**src/rtl/serial_word_tx_pkg.sv**
```systemverilog
`default_nettype none
// ============================================================================
//  Module      : serial_word_tx_pkg
//  Description : Shared types and helpers for the serial word transmitter.
//                - state_t   : transmitter FSM state encoding (IDLE, SHIFT)
//                - mod3_step : one-bit update of a running mod-3 remainder
//                              for an MSB-first binary stream
//  Revision    : 1.0  initial release
// ============================================================================
package serial_word_tx_pkg;

    typedef enum logic [0:0] {
        IDLE  = 1'b0,
        SHIFT = 1'b1
    } state_t;

    // Appending bit b to a stream of value V gives 2*V + b, so the new
    // remainder is (2*rem + b) mod 3. Written as a table to keep it to a
    // handful of LUT inputs with no arithmetic.
    function automatic logic [1:0] mod3_step(input logic [1:0] rem, input logic bit_in);
        logic [1:0] nxt;
        nxt = 2'd0;
        case (rem)
            2'd0:    nxt = bit_in ? 2'd1 : 2'd0;
            2'd1:    nxt = bit_in ? 2'd0 : 2'd2;
            2'd2:    nxt = bit_in ? 2'd2 : 2'd1;
            default: nxt = 2'd0;
        endcase
        return nxt;
    endfunction

endpackage : serial_word_tx_pkg
`default_nettype wire

```
**src/rtl/serial_word_tx_mod3_tracker.sv**
```systemverilog
`default_nettype none
// ============================================================================
//  Module      : mod3_tracker
//  Description : Running mod-3 remainder of the serial stream sent since
//                reset, with a divisibility flag aligned to the current bit.
//  Ports       :
//    clk      in   clock, all logic on posedge
//    reset    in   synchronous, active-high; clears the remainder
//    bit_vld  in   x carries a data bit this cycle
//    x        in   current serial bit (MSB-first stream)
//    exp_div  out  stream value including the current bit is divisible by 3
//  Revision    : 1.0  initial release
// ============================================================================
module mod3_tracker
    import serial_word_tx_pkg::*;
(
    input  logic clk,
    input  logic reset,
    input  logic bit_vld,
    input  logic x,
    output logic exp_div
);

    logic [1:0] r_rem;
    logic [1:0] w_nxt;

    assign w_nxt = mod3_step(r_rem, x);

    // Remainder spans word boundaries; only reset clears it.
    always_ff @(posedge clk) begin
        if (reset) begin
            r_rem <= 2'd0;
        end else if (bit_vld) begin
            r_rem <= w_nxt;
        end
    end

    // The flag already includes the bit on the line this cycle, so a
    // downstream serial checker can be compared against it combinationally.
    always_comb begin
        exp_div = 1'b1;
        if (!reset) begin
            exp_div = bit_vld ? (w_nxt == 2'd0) : (r_rem == 2'd0);
        end
    end

endmodule : mod3_tracker
`default_nettype wire

```
**src/rtl/serial_word_tx.sv**
```systemverilog
`default_nettype none
// ============================================================================
//  Module      : serial_word_tx
//  Description : Parallel-to-serial transmitter. Takes WIDTH-bit words on a
//                valid/ready handshake and shifts them out MSB-first, one bit
//                per clock, with back-to-back reload on the LSB cycle.
//                Optional reference mod-3 tracker enabled by MOD3_REF_EN.
//  Parameters  :
//    WIDTH      bits per word (>= 2)
//  Ports       :
//    clk        in   clock, all logic on posedge
//    reset      in   synchronous, active-high
//    data_i     in   word to send, sampled on handshake only
//    valid_i    in   source has a word
//    ready_o    out  block can accept a word this cycle
//    x_o        out  serial bit, MSB first; 0 when no bit is valid
//    bit_vld_o  out  x_o carries a data bit
//    last_o     out  current bit is the LSB of its word
//    busy_o     out  FSM in SHIFT
//    exp_div_o  out  stream-so-far divisible by 3 (MOD3_REF_EN only, else 0)
//  Macro       : MOD3_REF_EN  - instantiates mod3_tracker
//  Revision    : 1.0  initial release
// ============================================================================
module serial_word_tx
    import serial_word_tx_pkg::*;
#(
    parameter int WIDTH = 8
) (
    input  logic             clk,
    input  logic             reset,
    input  logic [WIDTH-1:0] data_i,
    input  logic             valid_i,
    output logic             ready_o,
    output logic             x_o,
    output logic             bit_vld_o,
    output logic             last_o,
    output logic             busy_o,
    output logic             exp_div_o
);

    localparam int CNT_W = (WIDTH > 2) ? $clog2(WIDTH) : 1;
    localparam logic [CNT_W-1:0] C_CNT_LOAD = CNT_W'(WIDTH - 1);

    state_t           r_state;
    logic [WIDTH-1:0] r_sr;
    logic [CNT_W-1:0] r_cnt;

    logic w_cnt_zero;
    logic w_shift;
    logic w_hs;

    assign w_cnt_zero = (r_cnt == '0);
    assign w_shift    = !reset && (r_state == SHIFT);

    // Ready in IDLE, or on the LSB cycle so the next word follows without a
    // bubble.
    assign ready_o = !reset && ((r_state == IDLE) || ((r_state == SHIFT) && w_cnt_zero));
    assign w_hs    = valid_i && ready_o;

    always_ff @(posedge clk) begin
        if (reset) begin
            r_state <= IDLE;
            r_sr    <= '0;
            r_cnt   <= '0;
        end else begin
            case (r_state)
                IDLE: begin
                    if (w_hs) begin
                        r_sr    <= data_i;
                        r_cnt   <= C_CNT_LOAD;
                        r_state <= SHIFT;
                    end
                end
                SHIFT: begin
                    if (w_cnt_zero) begin
                        if (w_hs) begin
                            r_sr    <= data_i;
                            r_cnt   <= C_CNT_LOAD;
                        end else begin
                            r_sr    <= '0;
                            r_state <= IDLE;
                        end
                    end else begin
                        r_sr  <= {r_sr[WIDTH-2:0], 1'b0};
                        r_cnt <= r_cnt - 1'b1;
                    end
                end
                default: begin
                    r_state <= IDLE;
                end
            endcase
        end
    end

    assign busy_o    = w_shift;
    assign bit_vld_o = w_shift;
    assign x_o       = w_shift && r_sr[WIDTH-1];
    assign last_o    = w_shift && w_cnt_zero;

`ifdef MOD3_REF_EN
    mod3_tracker u_mod3_tracker (
        .clk     (clk),
        .reset   (reset),
        .bit_vld (bit_vld_o),
        .x       (x_o),
        .exp_div (exp_div_o)
    );
`else
    assign exp_div_o = 1'b0;
`endif

endmodule : serial_word_tx
`default_nettype wire

```
**config.mk**
```make
export PLATFORM = sky130hd
export DESIGN_NAME = serial_word_tx
export DESIGN_NICKNAME = d
export VERILOG_FILES = /design/src/rtl/serial_word_tx_pkg.sv /design/src/rtl/serial_word_tx_mod3_tracker.sv /design/src/rtl/serial_word_tx.sv
export SDC_FILE = /design/constraint.sdc
export NUM_CORES = 1
export LEC_CHECK = 0
export CORE_AREA = 5 5 43 45
export CTS_CLUSTER_SIZE = 24
export DETAILED_ROUTE_END_ITERATION = 8
export DIE_AREA = 0 0 48 50
export HOLD_SLACK_MARGIN = 0.12
export PLACE_DENSITY = 0.86
export SLEW_MARGIN = 10
export SYNTH_ARGS = -nofsm -noshare
export SYNTH_HDL_FRONTEND = slang
export SYNTH_SLANG_ARGS = --single-unit
export TNS_END_PERCENT = 5
```
**constraint.sdc**
```tcl
create_clock -name clk -period 3 [get_ports clk]
set_input_delay 0.6 -clock clk [delete_from_list [all_inputs] [get_ports clk]]
set_output_delay 0.6 -clock clk [all_outputs]
set_load 0.02 [all_outputs]
```
After elaboration in Yosys (flattened, before gate mapping)
Index checks and enable logic that the tools add are counted.
W data, S select, Z words.
{"block": "word_totals", "n_memories": 0, "ram_bits": 0, "input_bits": 11, "wordCells": 25, "out_inout_bits": 6, "latch_bits": 0, "register_bits": 12, "mem_bits_ro": 0}
{"block": "op_classes", "n_eq_ne": 1, "n_lt_le_gt_ge": 0, "reduce_logical": 9, "shifts": 0, "n_addsub": 1, "div_mod_pow": 0, "multipliers": 0, "bitwise": 1, "muxes": 10}
{"operator": "$mux W8", "n": 3}
{"operator": "$pmux W8 S2", "n": 1}
{"operator": "$logic_and A1 B1 Y1", "n": 6}
{"operator": "$mux W3", "n": 2}
{"operator": "$pmux W3 S2", "n": 1}
{"operator": "$logic_not A3 Y1", "n": 1}
{"operator": "$sub A3 B1 Y3 const B", "n": 1}
{"operator": "$mux W1", "n": 2}
{"operator": "$ne A2 B2 Y1 const B", "n": 1}
{"operator": "$pmux W1 S2", "n": 1}
{"operator": "$logic_not A1 Y1", "n": 1}
{"operator": "$logic_or A1 B1 Y1", "n": 1}
{"operator": "$not A1 Y1", "n": 1}

Longest topological paths before layout
Gate-level depths: netlist (run 1).
{"block": "depth", "depth_word": 8, "ltp_mapped": 6, "mapped_depth_nobuf": 5}

Worst setup path after synthesis (run 1)
Ideal clock, no wire load.
{"block": "synth_path", "path_type": "input to output", "startpoint": "input port reset", "endpoint": "output port last_o", "path_buffers": 0, "required_ns": 2.400, "path_slack_ns": 1.013, "stages": 2, "arrival_time_ns": 1.387, "path_cell_list": "nor2b_1 > nor2b_1"}
{"block": "synth_via", "elab_chain_cells": 3}
{"item": "from (decl)", "line": "serial_word_tx.sv:30", "text": "input logic reset,"}
{"item": "$logic_not A1 Y1", "line": "serial_word_tx.sv:53", "text": "assign w_shift = !reset && (r_state == SHIFT);"}
{"item": "$logic_and A1 B1 Y1", "line": "serial_word_tx.sv:53"}
{"item": "$logic_and A1 B1 Y1", "line": "serial_word_tx.sv:98", "text": "assign last_o = w_shift && w_cnt_zero;"}
{"item": "to (decl)", "line": "serial_word_tx.sv:36", "text": "output logic last_o,"}
No other way between the ends.

Worst setup path in the final report (run 1)
Ends and elaborated chain as after synthesis.

==> summary by stage, run 1 <==
Synthesis
Ranked by total cell area, the synthesized netlist is headed by dfxtp_1, a21o_1, a32oi_1. By count the netlist is led by dfxtp_1, a21o_1, a21oi_1, nand2_1, a32oi_1. After synthesis, the netlist uses 21 different library cells.

The synthesized design contains 0 enable-type register cells. For this run, asynchronously set or reset flops after synthesis account for 0%. The synthesized design contains 12 register bits. Synthesis produced 75 cells.

The number of nets in the synthesized netlist is 88. dfxtp_1 takes more of the synthesized area than any other cell. In this run the cell area of the synthesized design comes to 656 um2. The share of Yosys cell area claimed by the top area cell type is a little over a third. The cell with the most instances after synthesis is dfxtp_1. The part of the Yosys area used for sequential elements is between 30% and 40%.

The average cell area after synthesis is 8.74 um2. Yosys printed 0 warnings. The most frequently used flop master after synthesis is dfxtp_1.

Timing
For this run, the top clock speed supported by timing is 385 MHz. The number of setup violations in the final report is 0. After layout, the worst path uses 86.6% of the clock period. The setup clock skew after layout is 0.00208 ns.

The number of hold violations in the final report was 0. The worst path needs between 2 and 3 ns of the cycle, external delays included. The worst path meets setup with 0.403 ns of slack. The final count of pins violating max slew was 0. Setup repair after global routing left no endpoint under its margin. The post-route setup TNS is 0 ns.

Drt
The detail route stage leaves a number of antenna-violating nets equal to 0. The detailed router finished its first iteration with 9 violations. The first TritonRoute pass finished after 4 iterations. The post-route DRC violation count is 0. The detail-routed net length per standard cell is 12.7 um.

After detailed routing, the number of vias per cell comes to 5.42. The total via count after detailed routing is 558. The aggregate routed wire length is around 1300 um.

CTS
Counting the buffers created by CTS gives 3. The number of instances resized during post-cts repair is 0. The number of hold buffers added after CTS was 0. The clock sink total is 12. The count of buffers added by post-CTS timing repair for setup is 0. After clock tree synthesis, the clock-pin slew on the worst setup and hold paths is roughly 0.080 ns.

The TritonCTS clock tree is done. The maximum buffer depth of the clock tree is 2. The later pin in the worst-skew pair is clocked with a latency of 0.27 ns. CTS placed an instance of clkbuf_4 at the clock tree root. In this run the number of H-tree levels came out at 1.

Power
The net switching power of the design is 115 uW. The internal portion of total power is 289 uW. Per report_power, the clock group accounts for 32.6% of the total. Net switching is 28.6% of the power. Dividing total power by cell area gives a power density of 497 mW/mm2. The leakage power total is 0.323 nW. The share of power burned in combinational logic is 23.1%.

The worst ir drop on vdd is 0.000323 V. The part of the power in registers is 44.3%.

Finish
In the final layout, the share of cells above drive strength 1 is 10.3%. The diode insertion count for antenna repair is 0. The final net count is 101.

Compared with the post-synthesis result, the final layout area differs by 24.0%.

Floorplan
The initial cell density of the core is 45.6%. The height of the die is 50 um. The width of the die is 48 um.

After floorplanning, the core was sized to cover 0.00144 mm2. Pin placement for this block handled 17 I/O pins. The die area is 0.00240 mm2.

The total number of placement rows is 14.

Critical path
The critical path start-end classification is in2out. STA puts the critical path data required time at 2.40 ns. The sort of element at the end of the critical path is a primary output. The highest fanout seen on the critical path is 4. The category of the worst setup path launch point is an input pin. At the worst endpoint, the arrival time is 2.00 ns.

Global routing
Global routing consumed, over all layers together, around an eighth of the routing resources. Entering global routing, the biggest net connects 25 pins. Global routing finished with a remaining overflow of 0. The number of antenna violations at the first check in global routing is 0. The global-route wire length before repair is roughly 2100 um. The via count of the first global-routing pass was 497.

Flow run
The number of max-cap violations is 0.

Min path
In this run the worst hold path is classified as reg2reg.

Place
The number of I/O port buffers is 15. The HPWL after detailed placement is ~890 um. The congestion estimate from routability-driven global placement came to 0.699. The minimum setup slack after placement is about 0.39 ns.

Outcome
The flow ran to the end, and the final reports show no timing, DRC or antenna violations.
## power groups by stage
stage / logic (mW) / registers (mW) / clock network (mW)
6_report: 0.0931 / 0.179 / 0.132
5_1_grt: 0.103 / 0.180 / 0.142
4_1_cts: 0.0940 / 0.179 / 0.135
3_5_place_dp: 0.0937 / 0.183 / 0
3_3_place_gp: 0.0911 / 0.182 / 0
2_1_floorplan: 0.0737 / 0.181 / 0
## placed cells by master, fill, tap and decap left out, drive strengths merged, types with 2 or more instances in the layout
| cell type | count |
|---|---|
| a211oi | 4 |
| a21o | 9 |
| a21oi | 10 |
| a311oi | 2 |
| a32oi | 7 |
| buf | 2 |
| clkbuf | 4 |
| clkdlybuf4s50 | 15 |
| dfxtp | 12 |
| ha | 2 |
| inv | 3 |
| nand2 | 9 |
| nor2 | 2 |
| nor2b | 2 |
## kinds of logic (layout without fill, tap and decap cells)
family	after synthesis	after routing	synth area share, %
fa+ha+maj	2	2	3.82
compound gates	32	32	35.1
simple gates	16	16	12.4
flops	12	12	36.6
other cells	1	1	0.572
buf+inv	12	24	11.4
## worst max-delay path, stage by stage
cell and delay [ns]:
clkdlybuf4s50_1 0.42, nor2b_1 0.22, nor2b_1 0.16, clkdlybuf4s50_1 0.61
## through the flow
| step | cell area (um2) | total power [mW] | std cells | hold WS [ns] | util (%) |
|---|---|---|---|---|---|
| floorplan | 656 | 0.254 | 75 | 0.441 | - |
| CTS | 813 | 0.408 | 103 | 0.469 | 56.6 |
| detailed placement | 777 | 0.277 | 99 | 0.453 | 54.1 |
| finish | 813 | 0.404 | 103 | 0.465 | 56.6 |
| global route | 813 | 0.425 | 103 | 0.484 | 56.6 |
| global placement | 777 | 0.273 | 99 | 0.451 | 54.1 |
## registers in the layout, summed over array words and instances, names as in the netlist
name / cells
r_sr: 8
r_cnt: 3
r_state: 1
## worst paths after layout
check,end,cells after the start,startpoint,slack (ns)
setup / recovery,last_o,4,reset,0.40
hold / removal,r_sr[0]$_SDFFE_PP0P_,2,r_sr[0]$_SDFFE_PP0P_,0.47
setup reg to reg,r_cnt[1]$_SDFF_PP0_,5,r_cnt[0]$_SDFF_PP0_,1.64
hold reg to reg,r_sr[0]$_SDFFE_PP0P_,2,r_sr[0]$_SDFFE_PP0P_,0.47
## final cells by class
type | instances | area, um2
Fill cell | 141 | 623
Multi-Input combinational cell | 51 | 340
Timing Repair Buffer | 17 | 165
Sequential cell | 12 | 240
Inverter | 3 | 11.3
Tap cell | 16 | 20.0
Clock buffer | 4 | 36.3
## per-layer routing
| metal | track usage [%] | share of wire (%) |
|---|---|---|
| met5 | 0 | 0 |
| met3 | 4.36 | 6.7 |
| met1 | 16.1 | 46 |
| met2 | 16.5 | 45 |
| met4 | 8.07 | 1.9 |
Note: power is estimated with default switching activity, not from simulation.
==> run 2: changes to the inputs <==
ABC_AREA = 1   (was not set)
HOLD_SLACK_MARGIN = 0.1   (was 0.12)
PLACE_DENSITY = 0.87   (was 0.86)
==> run 2 against run 1 <==
Global-route usage grew 1.6 points. Combinational power shrank 11%. Clock skew shrank 0.0014 ns. Fmax grew 1.3%. Clock-buffer cell count shrank 1. Die area is the same. Worst hold slack gained 0.0015 ns. Critical endpoint unchanged. Synthesized area grew 2.9%. Register-to-register slack gained 0.05 ns.
==> summary by stage, run 2 <==
Min path
The hold-critical path endpoint is r_cnt[1]$_SDFF_PP0_ (was r_sr[0]$_SDFFE_PP0P_). The startpoint of the most critical hold path was r_cnt[1]$_SDFF_PP0_ (was r_sr[0]$_SDFFE_PP0P_). The worst hold path cell count is 2 (unchanged). The worst min-delay path category is reg2reg (unchanged).

Global routing
The global-route track usage on met2 is 22.7% (was 16.5%). The global-route wire length before repair was 2390 um (was 2100 um). The met3 usage in global routing is 3.27% (was 4.36%). The overall routing resource usage is 14.0% (was 12.4%). The global-route congestion overflow total is 0 (unchanged). The number of antenna violations at the first check in global routing is 0 (unchanged). The via count of the first global-routing pass came to 557 (was 497).

The largest net degree at the start of global routing was 20 (was 25). The met1 usage in global routing was 15.6% (was 16.1%). The most congested layer reported by global routing is met2 (unchanged).

Critical path
The register-to-register setup slack was 1.69 ns (was 1.64 ns). The highest fanout seen on the critical path is 7 (was 4). The critical path start-end classification is in2out (unchanged).

The sort of element at the end of the critical path is a primary output (unchanged). The arrival time of the worst setup path is 1.96 ns (was 2.00 ns). The worst-path cell with the longest stage delay is clkdlybuf4s50_1 (unchanged).

The path depth of the worst reg2reg path is 8 (was 5). Among the stages of the critical path, the cell type that occurs most often is clkdlybuf4s50_1. Crit-path cells: clkdlybuf4s50_1, nor3_1, clkdlybuf4s50_1 (was clkdlybuf4s50_1, nor2b_1, nor2b_1, clkdlybuf4s50_1).

The peak per-stage delay on the critical path is 0.62 ns (was 0.61 ns). The category of the worst setup path launch point is an input pin (unchanged). The capturing point of the worst reg2reg path is r_cnt[1]$_SDFF_PP0_ (unchanged).

The required time at the worst-slack endpoint is 2.40 ns (about the same). The worst reg2reg path startpoint is r_cnt[0]$_SDFF_PP0_ (unchanged).

Timing
The setup clock skew after layout is 0.000680 ns (was 0.00208 ns). The final count of pins violating max slew was 0 (unchanged). The minimum clock period came to 2.56 ns (was 2.60 ns). The number of hold violations in the final report is 0 (unchanged).

The number of setup violations in the final report is 0 (unchanged). The final hold slack was 0.467 ns (was 0.465 ns). The share of the clock period used by the worst path after layout is 85.5% (was 86.6%). The timing-limited maximum frequency is 390 MHz (was 385 MHz). Setup repair after global routing missed its margin: no (unchanged). The post-route setup TNS was 0 ns (unchanged).

CTS
The TritonCTS clock tree is done (unchanged). The depth of the CTS H-tree is 1 (unchanged). The count of buffers added by post-CTS timing repair for setup is 0 (unchanged). The master cell of the clock root buffer is clkbuf_4 (unchanged). The number of buffers added to fix hold violations after cts came to 0 (unchanged).

The clock buffer count from CTS is 3 (unchanged). The number of instances resized during post-cts repair came to 0 (unchanged). The maximum buffer depth of the clock tree is 2 (unchanged). The clock sink total was 12 (unchanged). The later-pin clock latency in the skew report came to 0.27 ns (about the same). The clock transition at the register clock pins on the worst setup and hold paths after CTS is 0.07 ns (was 0.08 ns).

Synthesis
The number of warnings issued by yosys is 0 (unchanged). The most frequently used flop master after synthesis is dfxtp_1 (unchanged). The part of the Yosys area used for sequential elements is 35.6% (was 36.6%).

The async set or reset register ratio after synthesis came to 0% (unchanged). The number of synthesized register bits came to 12 (unchanged). The average cell area after synthesis came to 7.25 um2 (was 8.74 um2). The share of Yosys cell area claimed by the top area cell type is 35.6% (was 36.6%). The netlist area before placement came to 674 um2 (was 656 um2). The cell with the most instances after synthesis is nand2_1 (was dfxtp_1). The unique cell type count in the Yosys netlist is 22 (was 21).

The number of enable flip-flop cells after synthesis came to 0 (unchanged). Commonest cells in the netlist: nand2_1, inv_1, dfxtp_1, nand4_1, nand3_1 (was dfxtp_1, a21o_1, a21oi_1, nand2_1, a32oi_1). The number of nets in the synthesized netlist came to 106 (was 88). The post-synthesis cell type with the largest combined area is dfxtp_1 (unchanged). Synth top area cells: dfxtp_1, nand2_1, nand4_1 (was dfxtp_1, a21o_1, a32oi_1).

The number of cells produced by synthesis came to 93 (was 75).

Finish
The layout-stage area growth over the synthesis result was 21.7% (was 24.0%). The final cell utilization of the core was 57.1% (was 56.6%). Largest registers: r_sr (8), r_cnt (3), r_state (1) (unchanged).

The number of fill cells in the layout came to 131 (was 141). The diode insertion count for antenna repair came to 0 (unchanged). The most common cell after layout, fill and taps aside is nand2_1 (was clkdlybuf4s50_1). The flip-flop count of the largest register, all copies and words added is 8 (unchanged). The register with the highest flop count is r_sr (unchanged). The fraction of final layout cells sized beyond drive strength 1 was 9.43% (was 10.3%).

The final net count is 121 (was 101). Most frequent cells in the layout: nand2_1, clkdlybuf4s50_1, inv_1 (was clkdlybuf4s50_1, dfxtp_1, a21oi_1, nand2_1, a21o_1). The number of cells in the finished layout apart from fillers came to 122 (was 103). The post-route cell area is 821 um2 (was 813 um2).

Floorplan
The height of the die is 50 um (unchanged). The total number of placement rows is 14 (unchanged). The die area is 0.00240 mm2 (unchanged). The core footprint is 0.00144 mm2 (unchanged). The initial cell density of the core is 47.0% (was 45.6%). The width of the die is 48 um (unchanged). The number of top-level pins is 17 (unchanged).

Place
The number of I/O port buffers came to 15 (unchanged). The post-detailed-placement half-perimeter wirelength is 962 um (was 890 um). The placement-stage cell area came to 798 um2 (was 777 um2).

The final estimated routing congestion in global placement is 0.771 (was 0.699). The number of placed cells counting well taps is 119 (was 99).

Power
The leakage power total is 0.415 nW (was 0.323 nW). The ratio of total power to cell area is 435 mW/mm2 (was 497 mW/mm2). The worst ir drop on vdd is 0.000218 V (was 0.000323 V).

Drt
The detailed-router iteration count before antenna repair came to 4 (unchanged). The number of DRC violations after detailed-routing iteration 0 is 13 (was 9). The aggregate routed wire length is 1290 um (was 1310 um). The total via count after detailed routing is 596 (was 558). The final antenna-violating net count came to 0 (unchanged). The detail-routed net length per standard cell is 10.6 um (was 12.7 um). The post-route DRC violation count is 0 (unchanged). The post-detailed-route via-to-cell ratio is 4.89 (was 5.42).

Flow run
The number of max-cap violations is 0 (unchanged).

Outcome
Status: finished clean (unchanged).
run 2: cell types whose count changed in the layout (fill, tap and decap cells not counted), sizes merged, moves of 2 or more:
cell	previous run	this run
a211oi	4	0
a21o	9	0
a311oi	2	0
o21ai	0	3
inv	3	15
a32oi	7	0
a21oi	10	5
nand3	0	8
nor2b	2	0
nand4	0	8
nand2	9	27
run 2: per-layer routing:
layer	routed length [um]	vias up	part of all wire [%]
met4	36	0	2.8
met2	630	13	49
met1	558	257	43
met3	64	4	5.0
met5	0	-	0
li1	-	322	-
run 2: logic make-up after synthesis:
kind of cell | after synthesis | synth area share, %
DFF | 12 | 35.6
adders and majority gates | 2 | 3.71
AOI/OAI and AO/OA | 9 | 8.72
and+or+nand+nor | 48 | 35.1
buffers and inverters | 21 | 16.3
other | 1 | 0.556
run 2: power by group:
| group | switching, mW | total, mW | internal (mW) |
|---|---|---|---|
| logic | 0.0464 | 0.0827 | 0.0364 |
| clock network | 0.0499 | 0.0964 | 0.0464 |
| registers | 0.00680 | 0.178 | 0.171 |
| total | 0.103 | 0.357 | 0.254 |
run 2: how the worst max path moves through the flow:
stage / slack, ns / end / cells after the start / start
after floorplan: 1.23 / x_o / 4 / reset
after global placement: 0.45 / last_o / 3 / reset
after detailed placement: 0.42 / busy_o / 3 / reset
after CTS: 0.42 / busy_o / 3 / reset
after global routing: 0.32 / ready_o / 7 / r_cnt[0]$_SDFF_PP0_
final: 0.44 / last_o / 3 / reset
run 2: critical path: cells and delay by family:
| family | cells | cell delay (ns) |
|---|---|---|
| buffers and inverters | 2 | 1.15 |
| AND/OR/NAND/NOR | 1 | 0.21 |
run 2: metrics by stage:
step / total power [mW] / worst slack, ns
after CTS: 0.361 / 0.421
after global placement: 0.262 / 0.453
after detailed placement: 0.265 / 0.424
after global routing: 0.383 / 0.324
final: 0.357 / 0.436
after floorplan: 0.241 / 1.23
run 2: layout make-up:
type | count | area, um2 | share of cell area (%)
multi-input combinational | 60 | 324 | 39.5
sequential | 12 | 240 | 29.3
timing repair buffer | 16 | 158 | 19.2
inverter | 15 | 56.3 | 6.86
clock buffer | 3 | 22.5 | 2.74
tap | 16 | 20.0 | 2.44
==> run 3: changes to the inputs <==
CTS_BUF_LIST = sky130_fd_sc_hd__clkbuf_8   (was not set)
==> run 3 against run 2 <==
Die area unchanged. Sequential power about the same. Cell count unchanged. Power up 13%. Clock-buffer cell count unchanged. Register-to-register slack about the same. Combinational power about the same.
==> summary by stage, run 3 (same netlist as run 2, synthesis figures left out) <==
Critical path
The critical path start-end classification is in2out (unchanged). The arrival time of the worst setup path was 1.97 ns (was 1.96 ns). The highest fanout seen on the critical path is 7 (unchanged). The dominant cell type by count on the critical path is clkdlybuf4s50_1 (unchanged).

Crit-path cells: clkdlybuf4s50_1, nor2_1, clkdlybuf4s50_1 (was clkdlybuf4s50_1, nor3_1, clkdlybuf4s50_1). The category of the worst setup path launch point is an input pin (unchanged). The peak per-stage delay on the critical path is 0.63 ns (was 0.62 ns). The worst-path cell with the longest stage delay was clkdlybuf4s50_1 (unchanged). The required time at the worst-slack endpoint came to 2.40 ns (about the same). The sort of element at the end of the critical path is a primary output (unchanged).

Timing
The number of hold violations in the final report is 0 (unchanged). Setup repair after global routing missed its margin: no (unchanged). The setup clock skew after layout is 0.00137 ns (was 0.000680 ns).

The share of the clock period used by the worst path after layout is 85.8% (was 85.5%). The post-route setup TNS was 0 ns (unchanged). The timing-limited maximum frequency is 389 MHz (was 390 MHz). The minimum clock period came to 2.57 ns (was 2.56 ns). The final count of pins violating max slew is 0 (unchanged). The number of setup violations in the final report is 0 (unchanged).

CTS
The clock sink total is 12 (unchanged). The number of instances resized during post-cts repair is 0 (unchanged). The depth of the CTS H-tree came to 1 (unchanged). The master cell of the clock root buffer is clkbuf_8 (was clkbuf_4). The maximum buffer depth of the clock tree came to 2 (unchanged). The clock buffer count from CTS is 3 (unchanged). The number of buffers added to fix hold violations after cts is 0 (unchanged). The later-pin clock latency in the skew report is 0.24 ns (was 0.27 ns). The count of buffers added by post-CTS timing repair for setup is 0 (unchanged). The clock transition at the register clock pins on the worst setup and hold paths after CTS is 0.05 ns (was 0.07 ns).

The TritonCTS clock tree is done (unchanged).

Power
The worst ir drop on vdd came to 0.000255 V (was 0.000218 V). The ratio of total power to cell area is 482 mW/mm2 (was 435 mW/mm2). The leakage power total is 0.422 nW (was 0.415 nW).

Global routing
The global-route congestion overflow total is 0 (unchanged). The number of antenna violations at the first check in global routing was 0 (unchanged). The global-route wire length before repair is 2410 um (was 2390 um). The largest net degree at the start of global routing is 20 (unchanged). The met1 usage in global routing is 15.6% (unchanged).

The via count of the first global-routing pass was 563 (was 557). The global-route track usage on met2 came to 22.9% (was 22.7%). The met3 usage in global routing is 3.27% (unchanged). The overall routing resource usage is 14.0% (about the same). The most congested layer reported by global routing is met2 (unchanged).

Drt
The total via count after detailed routing is 598 (was 596). The post-route DRC violation count is 0 (unchanged). The post-detailed-route via-to-cell ratio is 4.90 (was 4.89). The detailed-router iteration count before antenna repair is 4 (unchanged). The final antenna-violating net count was 0 (unchanged). The aggregate routed wire length came to 1300 um (was 1290 um). The detail-routed net length per standard cell came to 10.6 um (about the same). The number of DRC violations after detailed-routing iteration 0 was 14 (was 13).

Finish
Largest registers: r_sr (8), r_cnt (3), r_state (1) (unchanged). The diode insertion count for antenna repair came to 0 (unchanged). The fraction of final layout cells sized beyond drive strength 1 is 9.43% (unchanged). The layout-stage area growth over the synthesis result is 24.5% (was 21.7%). The register with the highest flop count was r_sr (unchanged). Most frequent cells in the layout: nand2_1, clkdlybuf4s50_1, inv_1 (unchanged). The flip-flop count of the largest register, all copies and words added came to 8 (unchanged). The final cell utilization of the core is 58.4% (was 57.1%).

The number of fill cells in the layout was 127 (was 131). The most common cell after layout, fill and taps aside is nand2_1 (unchanged). The final net count is 121 (unchanged).

Place
The post-detailed-placement half-perimeter wirelength was 962 um (unchanged). The final estimated routing congestion in global placement is 0.771 (unchanged). The number of I/O port buffers is 15 (unchanged).

Floorplan
The core footprint was 0.00144 mm2 (unchanged). The total number of placement rows is 14 (unchanged). The height of the die is 50 um (unchanged). The number of top-level pins was 17 (unchanged). The width of the die came to 48 um (unchanged). The die area is 0.00240 mm2 (unchanged).

The initial cell density of the core was 47.0% (unchanged).

Outcome
Status: finished clean (unchanged).

Min path
The worst min-delay path category is reg2reg (unchanged).

Flow run
The number of max-cap violations is 0 (unchanged).
==> run 3: through the flow <==
step	std cells	cell area [um2]	power [mW]	setup slack, ns	hold WS [ns]
floorplan	93	674	0.241	1.23	0.427
detailed placement	119	798	0.265	0.424	0.450
global placement	119	798	0.262	0.453	0.443
finish	122	840	0.404	0.426	0.462
global route	122	840	0.431	0.360	0.501
CTS	122	840	0.408	0.414	0.466
==> run 3: worst max-delay path, delay by kind of cell <==
family        cells  cell delay, ns
simple gates      1            0.20
buf+inv           2            1.17
==> run 3: layout make-up <==
type | instances | area (um2) | area share [%]
Tap cell | 16 | 20.0 | 2.38
Clock buffer | 3 | 41.3 | 4.92
Inverter | 15 | 56.3 | 6.71
Sequential cell | 12 | 240 | 28.6
Multi-Input combinational cell | 60 | 324 | 38.6
Timing Repair Buffer | 16 | 158 | 18.8
==> run 3: report_power, final <==
part	internal [mW]	switching, mW
combinational	0.0364	0.0463
clock	0.0881	0.0552
sequential	0.172	0.00680
==> run 3: metal layers <==
layer	up-vias	wire (um)
met5	-	0
li1	320	-
met1	258	525
met2	15	652
met4	0	44
met3	5	72
==> run 3: worst paths after layout <==
check	slack, ns	depth (start not counted)	from	to
setup / recovery	0.43	3	reset	busy_o
hold / removal	0.46	2	r_cnt[1]$_SDFF_PP0_	r_cnt[1]$_SDFF_PP0_
setup reg to reg	1.69	8	r_cnt[0]$_SDFF_PP0_	r_cnt[1]$_SDFF_PP0_
hold reg to reg	0.46	2	r_cnt[1]$_SDFF_PP0_	r_cnt[1]$_SDFF_PP0_
